$ cat config.mk
export PLATFORM = sky130hd
export DESIGN_NAME = pipelined_barrel_shifter_flat
export DESIGN_NICKNAME = d
export VERILOG_FILES = /design/src/rtl/pipelined_barrel_shifter_if.sv /design/src/rtl/pipelined_barrel_shifter.sv /design/src/flat_wrapper.sv
export SDC_FILE = /design/constraint.sdc
export NUM_CORES = 1
export LEC_CHECK = 0
export BUFFER_PORTS_ARGS = -buffer_cell sky130_fd_sc_hd__buf_2
export CORE_UTILIZATION = 40
export DETAILED_ROUTE_END_ITERATION = 8
export PLACE_DENSITY = 0.66
export SYNTH_ARGS = -nofsm -noshare
export SYNTH_HDL_FRONTEND = slang
export SYNTH_HIERARCHICAL = 1
export SYNTH_SLANG_ARGS = --single-unit
$ cat constraint.sdc
create_clock -name clk -period 4.3 [get_ports clk]
set_clock_uncertainty 0.1 [all_clocks]
set_input_delay 0.215 -clock clk [delete_from_list [all_inputs] [get_ports clk]]
set_output_delay 0.215 -clock clk [all_outputs]
set_load 0.05 [all_outputs]
$ cat src/rtl/pipelined_barrel_shifter_if.sv
// Valid/ready operand and result bundle for pipelined_barrel_shifter.
// out_zero/out_carry exist only when BSHIFT_STATUS_EN is defined.
interface pipelined_barrel_shifter_if #(parameter int WIDTH = 32);
   localparam int SHW = $clog2(WIDTH);

   logic             in_valid;
   logic             in_ready;
   logic [WIDTH-1:0] in_data;
   logic [SHW-1:0]   in_shamt;
   logic [1:0]       in_op;
   logic             out_valid;
   logic             out_ready;
   logic [WIDTH-1:0] out_data;
`ifdef BSHIFT_STATUS_EN
   logic             out_zero;
   logic             out_carry;
`endif

   modport master (
      output in_valid, in_data, in_shamt, in_op, out_ready,
      input  in_ready, out_valid, out_data
`ifdef BSHIFT_STATUS_EN
      , out_zero, out_carry
`endif
   );

   modport slave (
      input  in_valid, in_data, in_shamt, in_op, out_ready,
      output in_ready, out_valid, out_data
`ifdef BSHIFT_STATUS_EN
      , out_zero, out_carry
`endif
   );
endinterface

$ cat src/rtl/pipelined_barrel_shifter.sv
// Pipelined SLL/SRL/SRA/ROL barrel shifter, one register stage per shift level.
// Optional status outputs (out_zero, out_carry) are enabled by BSHIFT_STATUS_EN.
module bshift_slice #(
   parameter int WIDTH = 32,
   parameter int K     = 0
) (
   input  logic [WIDTH-1:0] din,
   input  logic [1:0]       op,
   input  logic             en,
`ifdef BSHIFT_STATUS_EN
   input  logic             cin,
   output logic             cout,
`endif
   output logic [WIDTH-1:0] dout
);
   localparam int S = 2**K;

   logic [WIDTH-1:0] shifted;

   // SRA refills with the current MSB, which every earlier stage has preserved as the original sign
   always_comb begin
      shifted = din;
      unique case (op)
         2'b00:   shifted = din << S;
         2'b01:   shifted = din >> S;
         2'b10:   shifted = WIDTH'($signed(din) >>> S);
         default: shifted = (din << S) | (din >> (WIDTH - S));
      endcase
   end

   assign dout = en ? shifted : din;

`ifdef BSHIFT_STATUS_EN
   // the last bit leaving this stage lands at A[WIDTH-shamt] / A[shamt-1] once all stages compose
   assign cout = !en ? cin : (op[0] ^ op[1]) ? din[S-1] : din[WIDTH-S];
`endif
endmodule

module pipelined_barrel_shifter #(
   parameter int WIDTH = 32
) (
   input  logic                       clk,
   input  logic                       rst_n,
   pipelined_barrel_shifter_if.slave  bus
);
   localparam int SHW = $clog2(WIDTH);

   logic                      adv;
   logic [SHW-1:0]            vld_pipe;
   logic [SHW-1:0][WIDTH-1:0] data_q, data_nx;
   logic [SHW-1:0][SHW-1:0]   shamt_q;
   logic [SHW-1:0][1:0]       op_q;
`ifdef BSHIFT_STATUS_EN
   logic [SHW-1:0]            cy_q, cy_nx;
   logic                      zero_q;
`endif

   assign adv          = !vld_pipe[SHW-1] | bus.out_ready;
   assign bus.in_ready = adv;

   for (genvar k = 0; k < SHW; k++) begin : g_stg
      logic [WIDTH-1:0] s_din;
      logic [1:0]       s_op;
      logic             s_en;
`ifdef BSHIFT_STATUS_EN
      logic             s_cin;
`endif
      if (k == 0) begin : g_head
         assign s_din = bus.in_data;
         assign s_op  = bus.in_op;
         assign s_en  = bus.in_shamt[0];
`ifdef BSHIFT_STATUS_EN
         assign s_cin = 1'b0;
`endif
      end else begin : g_body
         assign s_din = data_q[k-1];
         assign s_op  = op_q[k-1];
         assign s_en  = shamt_q[k-1][k];
`ifdef BSHIFT_STATUS_EN
         assign s_cin = cy_q[k-1];
`endif
      end

      bshift_slice #(.WIDTH(WIDTH), .K(k)) u_slice (
         .din  (s_din),
         .op   (s_op),
         .en   (s_en),
`ifdef BSHIFT_STATUS_EN
         .cin  (s_cin),
         .cout (cy_nx[k]),
`endif
         .dout (data_nx[k])
      );
   end

   // whole pipe advances together; a stalled output freezes every stage
   always_ff @(posedge clk or negedge rst_n) begin
      if (!rst_n) begin
         vld_pipe <= '0;
         data_q   <= '0;
         shamt_q  <= '0;
         op_q     <= '0;
`ifdef BSHIFT_STATUS_EN
         cy_q     <= '0;
         zero_q   <= 1'b0;
`endif
      end else if (adv) begin
         vld_pipe <= {vld_pipe[SHW-2:0], bus.in_valid};
         shamt_q  <= {shamt_q[SHW-2:0], bus.in_shamt};
         op_q     <= {op_q[SHW-2:0], bus.in_op};
         data_q   <= data_nx;
`ifdef BSHIFT_STATUS_EN
         cy_q     <= cy_nx;
         zero_q   <= (data_nx[SHW-1] == '0);
`endif
      end
   end

   assign bus.out_valid = vld_pipe[SHW-1];
   assign bus.out_data  = data_q[SHW-1];
`ifdef BSHIFT_STATUS_EN
   assign bus.out_zero  = zero_q;
   assign bus.out_carry = cy_q[SHW-1];
`endif

   // lower shamt bits and the final stage's control are carried but not consumed downstream
   logic unused_ctrl;
   assign unused_ctrl = ^{shamt_q, op_q};
endmodule
$ cat src/flat_wrapper.sv
// flat-port wrapper written by rule: the top's interface ports become plain ports
module pipelined_barrel_shifter_flat 
#(
   parameter int WIDTH = 32
)
  (clk, rst_n, bus_in_valid, bus_in_data, bus_in_shamt, bus_in_op, bus_out_ready, bus_in_ready, bus_out_valid, bus_out_data);
  pipelined_barrel_shifter_if #(.WIDTH(WIDTH)) bus_i ();
  input  logic clk;
  input  logic rst_n;
  input wire logic [$bits(bus_i.in_valid)-1:0] bus_in_valid;
  input wire logic [$bits(bus_i.in_data)-1:0] bus_in_data;
  input wire logic [$bits(bus_i.in_shamt)-1:0] bus_in_shamt;
  input wire logic [$bits(bus_i.in_op)-1:0] bus_in_op;
  input wire logic [$bits(bus_i.out_ready)-1:0] bus_out_ready;
  output wire logic [$bits(bus_i.in_ready)-1:0] bus_in_ready;
  output wire logic [$bits(bus_i.out_valid)-1:0] bus_out_valid;
  output wire logic [$bits(bus_i.out_data)-1:0] bus_out_data;
  assign bus_i.in_valid = bus_in_valid;
  assign bus_i.in_data = bus_in_data;
  assign bus_i.in_shamt = bus_in_shamt;
  assign bus_i.in_op = bus_in_op;
  assign bus_i.out_ready = bus_out_ready;
  assign bus_in_ready = bus_i.in_ready;
  assign bus_out_valid = bus_i.out_valid;
  assign bus_out_data = bus_i.out_data;
  pipelined_barrel_shifter #(.WIDTH(WIDTH)) u_core (.clk(clk), .rst_n(rst_n), .bus(bus_i));
endmodule
==> run metrics <==
vias=7382; H-tree levels=4; GRT Overall Usage=16.47%; top cell type's share of synthesized area=39.99%; Worst Hold Class=in -> reg; Area contributors post-synth=dfrtp_1 40%, mux2_4 21%, mux2i_1 9.8%, a21oi_1 4.9%, nor2_1 4.1%; Slew @ Worst Pin=1229 ps; run status=finished, final reports clean; Post-Syn Nets=1049; Max Clock Freq=403.3 MHz; post-synthesis sequential area ratio=39.99%; # diodes=0; Critical Path End Type=flop; WL per Instance=16.37 um; synthesized flop and latch total=183; Slew Viols, Final=0; pwr dens=869.4 nW/um^2; final WL=23360 um; CP top delay family=XOR/XNOR gates; number of synthesized flops with an enable pin=0; core area=28010 sq um; final worst-path cycle share=57.66%; worst hold slack=76.21 ps; Syn Inst Count=1006; Clk Latency, worst-skew pair=430 ps; DR iter-0 viols=509; Worst setup SP type=flop; Die Footprint=29310 sq um; Die Ht=171.2 um; Clock Sinks=183; TNS Setup=0 ps; Worst EP required=4520 ps; crit path time final=2480 ps; fillers=2623; DP Area=11780 sq um; root buffer cell=clkbuf_16; Max Buffers Root-to-Sink=2; chip width=171.2 um; peak supply drop=0.4538 mV; IO Pins=77; Setup Fix Bufs, Post-CTS=0; number of global-route vias before repair=6929; most used flip-flop cell after synthesis=dfrtp_1; count of cell types in the netlist=42; fin nets=1079; worst rel slew slack=18.07%; critical path class=reg -> reg; multi-input logic area=6106 sq um; Syn Std Cell Area=11450 sq um; async set or reset register ratio after synthesis=100.0%; Num CTS Buffers=17; final instance area=12450 sq um; Area Growth Syn to Fin=8.719%; Worst-path clk slew=70 ps; Ys Warns=6; Initial Utilization=40.89%; critical path's slowest cell=xnor2_4; CP max stage delay=1020 ps; post-synth top area cell=dfrtp_1; unrepaired setup endpoints after global routing=no; number of antenna violations at the first check in global routing=0; crit-path max FO=28; grt total ovfl=0; final hold viol count=0; crit path cell chain=xnor2_4, mux2i_1, a21oi_1, mux2_4; Residual DRC=0; largest net degree at the start of global routing=94; Commonest cells post-synth=183 x dfrtp_1, 158 x mux2_4, 125 x nor2_1; Row Count=61; max_cap viols=0; utilization after layout=44.45%; port buffer count=76; first-pass GRT wire length=38080 um; Reg area=4584 sq um; Routed Antenna Nets=0; CTS tree=yes; 1st-pass router iterations=5; Final Wtd Congestion=0.7874; Avg Cell Area, Syn=11.38 sq um; top-count cell post-synth=dfrtp_1; Buf/Inv on CP=0; Lkg Pwr=5.922 nW; Critical Path AT=2700 ps; Pwr Total=10.82 mW; Final setup viols=0; Final HPWL DP=16290 um; drt via density=5.173; layout cells sized above 1=32.13%
cell usage in the layout (no fill, tap or decap), types with 10 or more instances in the layout:
master and n:
dfrtp_1 179, mux2_4 158, nor2_1 125, mux2i_1 112, a21oi_1 111, buf_2 75, mux2_2 39, inv_1 33
nand2_1 32, nand3_1 18, clkbuf_16 17, o22ai_1 16, a31oi_1 15, a22oi_1 14, o21ai_0 12, and2_1 10
o221ai_2 10
stage by stage:
step	instances	setup slack [ps]
floorplan	1006	2473
global placement	1389	1856
detailed placement	1389	1840
finish	1427	1820
global route	1427	1687
CTS	1427	1832
area by class of cell:
type,instances,area share [%]
clock buffers,18,3.447
inverters,33,0.9949
repair buffers,91,4.432
flip-flops and latches,183,36.82
clock inverters,14,1.467
well taps,378,3.799
multi-input cells,710,49.04
state kept, by name, summed over array words and instances, names as in the netlist:
| signal | cells |
|---|---|
| u_core/shamt_q | 6 |
| u_core/g_stg.s_en | 4 |
| u_core/vld_pipe | 5 |
| u_core/bus.out_data | 32 |
| u_core/g_stg.s_din | 128 |
| u_core/g_stg.s_op | 8 |
timing repair:
action	CTS	global route
endpoints found under the hold margin	95	0
hold buffers	6	0
gates resized for setup	0	0
worst paths after layout:
kind | startpoint | end | slack, ps | cells after the start
min in group asynchronous | rst_n | u_core/g_stg[4].s_din[14] | 360 | 2
hold reg to reg | u_core/vld_pipe[3] | u_core/vld_pipe[4] | 390 | 1
setup reg to reg | u_core/g_stg[1].s_op[1] | u_core/g_stg[2].s_din[12] | 1820 | 4
max in group asynchronous | rst_n | u_core/g_stg[1].s_din[6] | 2780 | 3
hold / removal | bus_in_op[1] | u_core/g_stg[1].s_op[1] | 80 | 2
setup / recovery | u_core/g_stg[1].s_op[1] | u_core/g_stg[2].s_din[12] | 1820 | 4
kinds of logic after synthesis:
family,Yosys count,synth area share [%]
buf+inv,113,6.796
xor+xnor,4,0.8632
flops,183,39.99
compound gates,190,10.10
mux,309,34.34
simple gates,207,7.921
report_power, final:
part	internal, mW	switching, mW	total, mW
Clock	0.839	0.760	1.60
Combinational	2.98	2.48	5.46
Sequential	2.53	1.24	3.76
per-layer routing:
| layer | wire length (um) | GRT usage [%] | vias to the layer above |
|---|---|---|---|
| met2 | 11160 | 26.44 | 138 |
| met1 | 11440 | 23.37 | 3593 |
| met5 | 0 | 0 | - |
| li1 | - | - | 3645 |
| met4 | 82 | 3.144 | 0 |
| met3 | 676 | 2.761 | 6 |
Power figures use the tool's default switching activity.
